[src/rtl/rca8.sv]
// rca8: 8-bit ripple-carry adder (eight explicit full-adder stages) with registered
// sum, carry-out and valid. Optional signed-overflow output enabled by RCA8_OVF_EN.
module rca8 (
  input  logic       clk,
  input  logic       rst,
  input  logic       in_valid,
  input  logic       c_in,
  input  logic [7:0] X,
  input  logic [7:0] Y,
  output logic [7:0] Z,
  output logic       c_out,
  output logic       out_valid
`ifdef RCA8_OVF_EN
  ,
  output logic       ovf
`endif
);

  // c[i] is the carry into stage i; c[8] is the carry out of the MSB.
  logic [8:0] c;
  logic [7:0] s;

  assign c[0] = c_in;

  for (genvar i = 0; i < 8; i++) begin : g_stage
    logic p;
    assign p        = X[i] ^ Y[i];
    assign s[i]     = p ^ c[i];
    assign c[i+1]   = (X[i] & Y[i]) | (c[i] & p);
  end

  // NOTE: registers use non-blocking assignments so every flop samples the
  // pre-edge values and simulation order cannot change the result.
  always_ff @(posedge clk) begin
    if (rst) begin
      Z         <= 8'h00;
      c_out     <= 1'b0;
      out_valid <= 1'b0;
    end else begin
      out_valid <= in_valid;
      if (in_valid) begin
        Z     <= s;
        c_out <= c[8];
      end
    end
  end

`ifdef RCA8_OVF_EN
  // Overflow when the carries into and out of the sign bit disagree.
  always_ff @(posedge clk) begin
    if (rst) begin
      ovf <= 1'b0;
    end else if (in_valid) begin
      ovf <= c[8] ^ c[7];
    end
  end
`endif

endmodule

[config.mk]
export PLATFORM = sky130hd
export DESIGN_NAME = rca8
export DESIGN_NICKNAME = d
export VERILOG_FILES = /design/src/rtl/rca8.sv
export SDC_FILE = /design/constraint.sdc
export NUM_CORES = 1
export LEC_CHECK = 0
export CAP_MARGIN = 15
export CORE_UTILIZATION = 35
export DETAILED_ROUTE_END_ITERATION = 8
export GPL_TIMING_DRIVEN = 0
export HOLD_SLACK_MARGIN = 0.06
export PLACE_DENSITY_LB_ADDON = 0.05
export REMOVE_ABC_BUFFERS = 1
export SLEW_MARGIN = 25
export SYNTH_ARGS = -nofsm -noshare
export SYNTH_HDL_FRONTEND = slang
export SYNTH_SLANG_ARGS = --single-unit
[constraint.sdc]
create_clock -name clk -period 5.3 [get_ports clk]
set_input_delay 1.59 -clock clk [delete_from_list [all_inputs] [get_ports clk]]
set_output_delay 1.59 -clock clk [all_outputs]
set_load 0.005 [all_outputs]
==> flow_metrics.py, run 1 <==
metrics = {
    "global_routing": {
        "track_usage_pct": 15.33,
        "grt_pass1_vias": 411,
        "gr-total-overflow": 0,
        "antenna_found_initial": 0,
        "maximum_number_of_pins_on_one_net_before_global_route_repair": 14,
        "wire_length_of_the_first_global_routing_pass_um": 1621,
    },
    "worst_setup_path": {
        "critPathKind": "in -> reg",
        "r2r_slack_ps": 4680,
        "critical_path.startpoint": "X[0]",
        "critPathLaunchType": "input port",
        "critical_path.max_fanout": 1,
        "rr_startpoint": "Z[2]$_SDFFE_PP0P_",
        "capturing_element_type_of_the_critical_path": "flop",
        "worstRegToRegCells": 2,
        "cp_data_required_time_ps": 5480,
        "timing.rr.end": "Z[2]$_SDFFE_PP0P_",
        "critical_path_arrival_ps": 5260,
    },
    "power": {
        "sequential_power_share_pct": 40.3,
        "power.clock.fraction_pct": 31.2,
        "relative_contribution_of_combinational_cells_to_total_power_pct": 28.5,
        "power.switching_w": 0.00005099,
        "ratio_of_total_power_to_cell_area_mw_per_mm2": 244.2,
        "power_switching_share_pct": 23.87,
        "peakVddDrop_mv": 0.1165,
        "p_int_w": 0.0001626,
        "power.leakage_nw": 0.3683,
        "design_power_total_w": 0.0002136,
    },
    "clocking": {
        "post_cts.resized_instances": 0,
        "cts_tree": "built",
        "cts_root_buf": "sky130_fd_sc_hd__clkbuf_4",
        "clkSinkCount": 10,
        "hold_buffers": 0,
        "cts.clk_slew.worst_paths_ps": 70,
        "cts_max_path_buffers": 2,
        "htree_num_levels": 1,
        "clk-insertion-delay-late_ps": 260,
        "cts_buffers": 3,
        "post-cts-setup-buffers": 0,
    },
    "place": {
        "routability_cong": 0.5555,
        "detailedPlace.worstSlack_ps": -179.9,
        "port_buffer_count": 29,
        "place_inst": 88,
        "dp.final_hpwl_um": 853.8,
    },
    "sta": {
        "sum_neg_setup_slack_ps": 0,
        "timing.final.max_slew_violations": 0,
        "tightestPinTransition_ps": 639.5,
        "setup_ws_ps": 223.5,
        "period_share_pct": 95.78,
        "maxClockFrequency_mhz": 197.0,
        "hold_ws_ps": 494.3,
        "final-hold-violation-count": 0,
        "headroom_to_the_max_slew_limit_pct": 57.23,
        "finalClockSkew_ps": 0,
        "layout_min_cycle_time_ps": 5076,
        "setup_violations": 0,
        "rsz0062_at_grt": "false",
    },
    "final_layout": {
        "layout-drive-gt1-share_pct": 11.69,
        "antenna_cells_inserted": 0,
        "fin_cells": 92,
        "nets": 106,
        "signed_area_change_from_the_synthesized_netlist_to_the_final_layout_pct": 62.18,
    },
    "routing": {
        "drc": 0,
        "ant_nets": 0,
        "first_pass_iters": 2,
        "drtIter0Drc": 1,
        "vias_per_cell": 4.511,
        "drt-wirelength-per-cell_um": 11.28,
        "routed-via-count": 415,
        "total_length_of_routed_wires_um": 1038,
    },
    "synthesis": {
        "cell_count_after_synthesis": 46,
        "yosysTopAreaCellShare_pct": 37.12,
        "synth.cell_area_um2": 539.3,
        "ys_warn_count": 0,
        "yosys.cell_types.count": 9,
        "synth-seq-cells": 10,
        "seq_area_frac_synth_pct": 37.12,
        "ys_top_cells_by_area": "sky130_fd_sc_hd__dfxtp_1 (37%), sky130_fd_sc_hd__fa_1 (30%), sky130_fd_sc_hd__mux2i_1 (11%), sky130_fd_sc_hd__a211oi_2 (7.0%), sky130_fd_sc_hd__nor2_1 (6.3%)",
        "synthesis.area_per_instance_um2": 11.72,
        "yosysTopAreaCell": "sky130_fd_sc_hd__dfxtp_1",
    },
    "floorplan": {
        "start_util_pct": 39.47,
        "rows": 13,
        "core_area_mm2": 0.001366,
        "chipHeight_um": 41.25,
        "floorplan.die.width_um": 41.25,
        "ios": 30,
        "design.die.area_mm2": 0.001702,
    },
    "min_path": {
        "timing.hold.worst_path_depth": 2,
        "holdCritPathClass": "reg -> reg",
        "whs_endpoint": "Z[3]$_SDFFE_PP0P_",
        "hold_path.startpoint": "Z[3]$_SDFFE_PP0P_",
    },
    "status": {
        "outcome": "finished, final reports clean",
    },
    "run": {
        "maxCapViolCount": 0,
    },
}
placed cells by master, fill, tap and decap left out:
cell / synthesis / routed
sky130_fd_sc_hd__clkdlybuf4s50_1: 0 / 29
sky130_fd_sc_hd__dfxtp_1: 10 / 10
sky130_fd_sc_hd__nor2_1: 9 / 9
sky130_fd_sc_hd__inv_1: 7 / 7
sky130_fd_sc_hd__mux2i_1: 6 / 6
sky130_fd_sc_hd__fa_1: 8 / 6
sky130_fd_sc_hd__a211oi_2: 3 / 3
sky130_fd_sc_hd__clkbuf_4: 0 / 3
sky130_fd_sc_hd__fa_2: 0 / 2
sky130_fd_sc_hd__nor2b_1: 1 / 1
sky130_fd_sc_hd__clkbuf_8: 0 / 1
cell type report:
type                    instances  area, um^2
fillers                       128       491.7
multi-input cells              27       302.8
repair buffers                 29       290.3
flip-flops and latches         10       200.2
clock buffers                   4       36.28
inverters                       7       26.28
well taps                      15       18.77
worst max path at each step:
stage,to
floorplan,Z[7]$_SDFFE_PP0P_
global placement,Z[7]$_SDFFE_PP0P_
detailed placement,Z[7]$_SDFFE_PP0P_
CTS,Z[7]$_SDFFE_PP0P_
global route,Z[7]$_SDFFE_PP0P_
finish,Z[7]$_SDFFE_PP0P_
registers in the layout, indices dropped and copies added, names as in the netlist:
signal / flops
out_valid: 1
c_out: 1
Z: 8
power by group through the flow:
stage / Combinational (W) / Sequential [W] / Clock (W)
6_report: 0.0000609 / 0.0000861 / 0.0000666
5_1_grt: 0.0000696 / 0.0000869 / 0.0000735
4_1_cts: 0.0000619 / 0.0000863 / 0.0000693
3_5_place_dp: 0.0000614 / 0.0000878 / 0
3_3_place_gp: 0.0000598 / 0.0000875 / 0
2_1_floorplan: 0.0000220 / 0.0000884 / 0
per-layer routing:
metal | up-vias | share of wire, % | global-route usage (%)
li1 | 203 | - | -
met1 | 189 | 38 | 14.38
met2 | 23 | 51 | 29.69
met3 | 0 | 11 | 4.348
met4 | 0 | 0 | 7.258
met5 | - | 0 | 0
Yosys cell counts:
library cell,count
sky130_fd_sc_hd__fa_1,8
sky130_fd_sc_hd__mux2i_1,6
sky130_fd_sc_hd__buf_6,1
sky130_fd_sc_hd__nor2_1,9
sky130_fd_sc_hd__clkbuf_1,1
sky130_fd_sc_hd__a211oi_2,3
sky130_fd_sc_hd__nor2b_1,1
sky130_fd_sc_hd__inv_1,7
sky130_fd_sc_hd__dfxtp_1,10
per-stage QoR:
stage | cell area [um^2] | util, %
global route | 874.6 | 64.01
floorplan | 524.3 | -
global placement | 833.3 | 60.99
detailed placement | 833.3 | 60.99
finish | 874.6 | 64.01
CTS | 869.6 | 63.64
critical path, cell delays in order:
cell,delay (ps)
sky130_fd_sc_hd__clkdlybuf4s50_1,430
sky130_fd_sc_hd__fa_1,410
sky130_fd_sc_hd__inv_1,70
sky130_fd_sc_hd__fa_1,160
sky130_fd_sc_hd__inv_1,50
sky130_fd_sc_hd__fa_1,370
sky130_fd_sc_hd__fa_1,400
sky130_fd_sc_hd__fa_2,350
sky130_fd_sc_hd__fa_2,340
sky130_fd_sc_hd__fa_1,370
sky130_fd_sc_hd__inv_1,70
sky130_fd_sc_hd__fa_1,430
sky130_fd_sc_hd__a211oi_2,210
cell families after synthesis:
family | Yosys count | share of synthesized area (%)
AO/OA/AOI/OAI | 3 | 6.961
adder cells (fa/ha/maj) | 8 | 29.70
buffers and inverters | 9 | 7.657
flip-flops | 10 | 37.12
multiplexers | 6 | 11.14
AND/OR/NAND/NOR | 10 | 7.425
No activity file was read; power rests on OpenSTA's default activity.
==> run 2: changes to the inputs <==
Settings changed: CTS_BUF_LIST set to sky130_fd_sc_hd__clkbuf_8, SKIP_LAST_GASP set to 1.
==> flow_metrics.py, run 2 (synthesis gave the netlist of run 1 again) <==
metrics = {
    "sta": {
        "tightestPinTransition_ps": 627.8,
        "layout_min_cycle_time_ps": 5102,
        "setup_violations": 0,
        "headroom_to_the_max_slew_limit_pct": 58.02,
        "period_share_pct": 96.27,
        "setup_ws_ps": 197.9,
        "finalClockSkew_ps": 0,
        "rsz0062_at_grt": "false",
        "maxClockFrequency_mhz": 196.0,
        "timing.final.max_slew_violations": 0,
        "final-hold-violation-count": 0,
    },
    "clocking": {
        "cts.clk_slew.worst_paths_ps": 50,
        "cts_buffers": 3,
        "cts_root_buf": "sky130_fd_sc_hd__clkbuf_8",
        "clk-insertion-delay-late_ps": 230,
        "cts_tree": "built",
        "clkSinkCount": 10,
        "htree_num_levels": 1,
        "cts_max_path_buffers": 2,
    },
    "floorplan": {
        "floorplan.die.width_um": 41.25,
        "start_util_pct": 39.47,
        "chipHeight_um": 41.25,
        "rows": 13,
        "ios": 30,
        "design.die.area_mm2": 0.001702,
        "core_area_mm2": 0.001366,
    },
    "worst_setup_path": {
        "critical_path.startpoint": "X[0]",
        "cp_data_required_time_ps": 5450,
        "critPathKind": "in -> reg",
        "critical_path_arrival_ps": 5260,
        "capturing_element_type_of_the_critical_path": "flop",
        "critPathLaunchType": "input port",
        "rr_startpoint": "Z[2]$_SDFFE_PP0P_",
        "critical_path.max_fanout": 1,
        "r2r_slack_ps": 4680,
    },
    "power": {
        "power.leakage_nw": 0.3761,
        "ratio_of_total_power_to_cell_area_mw_per_mm2": 269.8,
        "peakVddDrop_mv": 0.1672,
        "design_power_total_w": 0.0002410,
    },
    "final_layout": {
        "nets": 106,
        "antenna_cells_inserted": 0,
        "signed_area_change_from_the_synthesized_netlist_to_the_final_layout_pct": 65.66,
        "finish.utilization_pct": 65.38,
        "layout-drive-gt1-share_pct": 11.69,
        "layout.cells.most_common": "sky130_fd_sc_hd__clkdlybuf4s50_1",
        "largest_reg_flops": 8,
        "fillerInstances": 122,
        "largest_registers": "Z (8), c_out (1), out_valid (1)",
        "max_flop_register": "Z",
        "commonest_cells_after_routing_fill_and_taps_aside": "sky130_fd_sc_hd__clkdlybuf4s50_1 (29), sky130_fd_sc_hd__dfxtp_1 (10), sky130_fd_sc_hd__nor2_1 (9)",
        "fin_cells": 92,
    },
    "run": {
        "maxCapViolCount": 0,
    },
    "routing": {
        "routed-via-count": 415,
        "drt-wirelength-per-cell_um": 11.20,
        "ant_nets": 0,
        "drc": 0,
        "total_length_of_routed_wires_um": 1030,
        "drtIter0Drc": 0,
        "first_pass_iters": 1,
        "vias_per_cell": 4.511,
    },
    "global_routing": {
        "maximum_number_of_pins_on_one_net_before_global_route_repair": 14,
        "grt_pass1_vias": 410,
        "antenna_found_initial": 0,
        "track_usage_pct": 15.33,
        "wire_length_of_the_first_global_routing_pass_um": 1600,
        "gr-total-overflow": 0,
    },
    "place": {
        "dp.final_hpwl_um": 853.8,
        "place_inst": 88,
        "port_buffer_count": 29,
        "detailedPlace.worstSlack_ps": -179.9,
        "routability_cong": 0.5555,
    },
    "min_path": {
        "hold_path.startpoint": "Z[3]$_SDFFE_PP0P_",
        "holdCritPathClass": "reg -> reg",
    },
    "status": {
        "outcome": "finished, final reports clean",
    },
}
==> run 2: cell counts in the layout (fill, tap and decap cells not counted) <==
No cell type changed its count.
==> run 2: layout make-up <==
type                       instances  area (um^2)  area share, %
clock buffer                       4        55.05          6.162
tap                               15        18.77          2.101
timing repair buffer              29        290.3          32.49
inverter                           7        26.28          2.941
multi-input combinational         27        302.8          33.89
sequential                        10        200.2          22.41
==> run 2: metrics by stage <==
| stage | instance area, um^2 | hold slack (ps) | setup TNS (ps) |
|---|---|---|---|
| after floorplan | 524.3 | 485.0 | 0 |
| after global placement | 833.3 | 472.6 | -146.4 |
| after detailed placement | 833.3 | 485.3 | -179.9 |
| after CTS | 888.4 | 498.2 | 0 |
| after global routing | 893.4 | 511.3 | 0 |
| final | 893.4 | 490.5 | 0 |
==> run 2: power by group <==
group / leakage (nW) / switching [W] / internal, W
combinational: 0.264 / 0.0000223 / 0.0000383
sequential: 0.0829 / 0.00000344 / 0.0000829
clock: 0.0288 / 0.0000288 / 0.0000652
==> run 2: repair_timing <==
item | in CTS | in global routing
setup buffers | 0 | 0
gates resized for setup | 0 | 2
setup endpoints to repair | 0 | 1
hold buffers | 0 | 0
==> run 2: worst max-delay path, cell delays in order <==
cell and delay, ps:
sky130_fd_sc_hd__clkdlybuf4s50_1 430, sky130_fd_sc_hd__fa_1 410, sky130_fd_sc_hd__inv_1 70, sky130_fd_sc_hd__fa_1 160
sky130_fd_sc_hd__inv_1 50, sky130_fd_sc_hd__fa_1 370, sky130_fd_sc_hd__fa_1 400, sky130_fd_sc_hd__fa_2 350
sky130_fd_sc_hd__fa_2 340, sky130_fd_sc_hd__fa_1 370, sky130_fd_sc_hd__inv_1 70, sky130_fd_sc_hd__fa_1 430
sky130_fd_sc_hd__a211oi_2 210
==> run 2: metal layers <==
layer / GRT usage (%) / vias to the layer above / routed length, um
met5: 0 / - / 0
met2: 28.52 / 23 / 514
li1: - / 202 / -
met1: 14.38 / 190 / 392
met3: 4.348 / 0 / 123
met4: 9.677 / 0 / 0
==> run 2: final timing paths <==
kind	end	depth (start not counted)
setup / recovery	Z[7]$_SDFFE_PP0P_	13
hold / removal	Z[3]$_SDFFE_PP0P_	2
setup reg to reg	Z[2]$_SDFFE_PP0P_	2
hold reg to reg	Z[3]$_SDFFE_PP0P_	2
==> run 3: changes to the inputs <==
Settings changed: CORE_ASPECT_RATIO set to 0.9, CTS_BUF_LIST sky130_fd_sc_hd__clkbuf_8 to sky130_fd_sc_hd__clkbuf_2.
==> flow_metrics.py, run 3 (synthesis gave the netlist of run 1 again) <==
metrics = {
    "clocking": {
        "htree_num_levels": 1,
        "cts_root_buf": "sky130_fd_sc_hd__clkbuf_2",
        "cts.clk_slew.worst_paths_ps": 100,
        "cts_tree": "built",
        "clk-insertion-delay-late_ps": 240,
        "cts_max_path_buffers": 2,
        "cts_buffers": 3,
        "clkSinkCount": 10,
    },
    "worst_setup_path": {
        "critPathKind": "in -> reg",
        "critical_path_arrival_ps": 5310,
        "critPathLaunchType": "input port",
        "capturing_element_type_of_the_critical_path": "flop",
        "worstRegToRegCells": 2,
        "critical_path.max_fanout": 1,
        "rr_startpoint": "c_out$_SDFFE_PP0P_",
        "timing.rr.end": "c_out$_SDFFE_PP0P_",
        "cp_data_required_time_ps": 5470,
        "r2r_slack_ps": 4660,
    },
    "final_layout": {
        "finish.utilization_pct": 59.03,
        "layout-drive-gt1-share_pct": 9.091,
        "fin_cells": 92,
        "signed_area_change_from_the_synthesized_netlist_to_the_final_layout_pct": 58.47,
        "layout.cells.most_common": "sky130_fd_sc_hd__clkdlybuf4s50_1",
        "fillerInstances": 132,
        "nets": 106,
        "largest_reg_flops": 8,
        "antenna_cells_inserted": 0,
        "commonest_cells_after_routing_fill_and_taps_aside": "sky130_fd_sc_hd__clkdlybuf4s50_1 (29), sky130_fd_sc_hd__dfxtp_1 (10), sky130_fd_sc_hd__nor2_1 (9)",
        "largest_registers": "Z (8), c_out (1), out_valid (1)",
        "max_flop_register": "Z",
    },
    "status": {
        "violations_in_the_final_reports": "DRC",
        "outcome": "finished with violations",
    },
    "place": {
        "dp.final_hpwl_um": 732,
        "place_inst": 88,
        "port_buffer_count": 29,
        "routability_cong": 0.6060,
        "detailedPlace.worstSlack_ps": -163.1,
    },
    "global_routing": {
        "wire_length_of_the_first_global_routing_pass_um": 1607,
        "maximum_number_of_pins_on_one_net_before_global_route_repair": 14,
        "gr-total-overflow": 0,
        "grt_pass1_vias": 397,
        "antenna_found_initial": 0,
        "track_usage_pct": 13.59,
    },
    "sta": {
        "rsz0062_at_grt": "false",
        "tightestPinTransition_ps": 618.7,
        "final-hold-violation-count": 0,
        "setup_ws_ps": 159.9,
        "headroom_to_the_max_slew_limit_pct": 58.63,
        "maxClockFrequency_mhz": 194.5,
        "finalClockSkew_ps": 0,
        "timing.final.max_slew_violations": 0,
        "period_share_pct": 96.98,
        "setup_violations": 0,
        "layout_min_cycle_time_ps": 5140,
    },
    "floorplan": {
        "start_util_pct": 37.25,
        "design.die.area_mm2": 0.001702,
        "chipHeight_um": 39.24,
        "rows": 13,
        "floorplan.die.width_um": 43.38,
        "ios": 30,
        "core_area_mm2": 0.001448,
    },
    "routing": {
        "vias_per_cell": 4.391,
        "total_length_of_routed_wires_um": 898,
        "ant_nets": 0,
        "routed-via-count": 404,
        "drtIter0Drc": 6,
        "first_pass_iters": 6,
        "drc": 2,
        "drt-wirelength-per-cell_um": 9.761,
    },
    "min_path": {
        "hold_path.startpoint": "Z[0]$_SDFFE_PP0P_",
        "whs_endpoint": "Z[0]$_SDFFE_PP0P_",
        "holdCritPathClass": "reg -> reg",
        "timing.hold.worst_path_depth": 2,
    },
    "power": {
        "peakVddDrop_mv": 0.1622,
        "power.leakage_nw": 0.3622,
        "ratio_of_total_power_to_cell_area_mw_per_mm2": 217.2,
    },
    "run": {
        "maxCapViolCount": 0,
    },
}
[run 3: changes by cell type in the layout (fill, tap and decap cells not counted), sizes merged]
cell	change
clkbuf	-1
clkinv	+1
[run 3: per-layer routing]
layer	global-route usage (%)	routed length, um	up-vias	part of all wire, %
met4	2.344	0	0	0
li1	-	-	203	-
met3	7.944	86	0	9.6
met1	14.94	405	183	45
met2	23.11	406	18	45
met5	0	0	-	0
[run 3: report_power, final]
group          switching [W]  internal, W  leakage (nW)
registers         0.00000341    0.0000826        0.0829
clock network      0.0000245    0.0000164        0.0140
logic              0.0000212    0.0000375         0.265
total              0.0000491     0.000137         0.362
[run 3: worst max path at each step]
stage / startpoint / endpoint / slack (ps) / cells past startpoint
6_report: X[0] / Z[7]$_SDFFE_PP0P_ / 160 / 13
5_1_grt: X[0] / Z[7]$_SDFFE_PP0P_ / 50 / 13
4_1_cts: X[0] / Z[7]$_SDFFE_PP0P_ / 120 / 13
3_5_place_dp: X[0] / Z[7]$_SDFFE_PP0P_ / -160 / 13
3_3_place_gp: X[0] / Z[7]$_SDFFE_PP0P_ / -150 / 13
2_1_floorplan: X[0] / Z[7]$_SDFFE_PP0P_ / 440 / 12
[run 3: timing repair]
action	in CTS	in global routing
buffers inserted	0	0
hold buffers	0	0
endpoints found under the setup margin	0	1
gates resized for setup	0	1
[run 3: area by class of cell]
type / count / area [um^2] / area share [%]
Clock inverter: 1 / 3.754 / 0.4392
Sequential cell: 10 / 200.2 / 23.43
Multi-Input combinational cell: 27 / 300.3 / 35.14
Clock buffer: 3 / 15.01 / 1.757
Tap cell: 15 / 18.77 / 2.196
Timing Repair Buffer: 29 / 290.3 / 33.97
Inverter: 7 / 26.28 / 3.075
[run 3: worst max-delay path, stage by stage]
cell and delay (ps):
sky130_fd_sc_hd__clkdlybuf4s50_1 430, sky130_fd_sc_hd__fa_1 410, sky130_fd_sc_hd__inv_1 70, sky130_fd_sc_hd__fa_1 150, sky130_fd_sc_hd__inv_1 40, sky130_fd_sc_hd__fa_1 370, sky130_fd_sc_hd__fa_1 390, sky130_fd_sc_hd__fa_1 410
sky130_fd_sc_hd__fa_2 350, sky130_fd_sc_hd__fa_1 390, sky130_fd_sc_hd__inv_1 80, sky130_fd_sc_hd__fa_1 420, sky130_fd_sc_hd__a211oi_2 210
[run 3: metrics by stage]
stage	TNS [ps]	cell area [um^2]	hold WS (ps)	power, W
6_report	0	854.6	507.2	0.0001856
5_1_grt	0	854.6	542.9	0.0002010
4_1_cts	0	852.1	512.3	0.0001897
3_5_place_dp	-163.1	833.3	489.8	0.0001472
3_3_place_gp	-153.9	833.3	473.1	0.0001467
2_1_floorplan	0	524.3	485.0	0.0001104
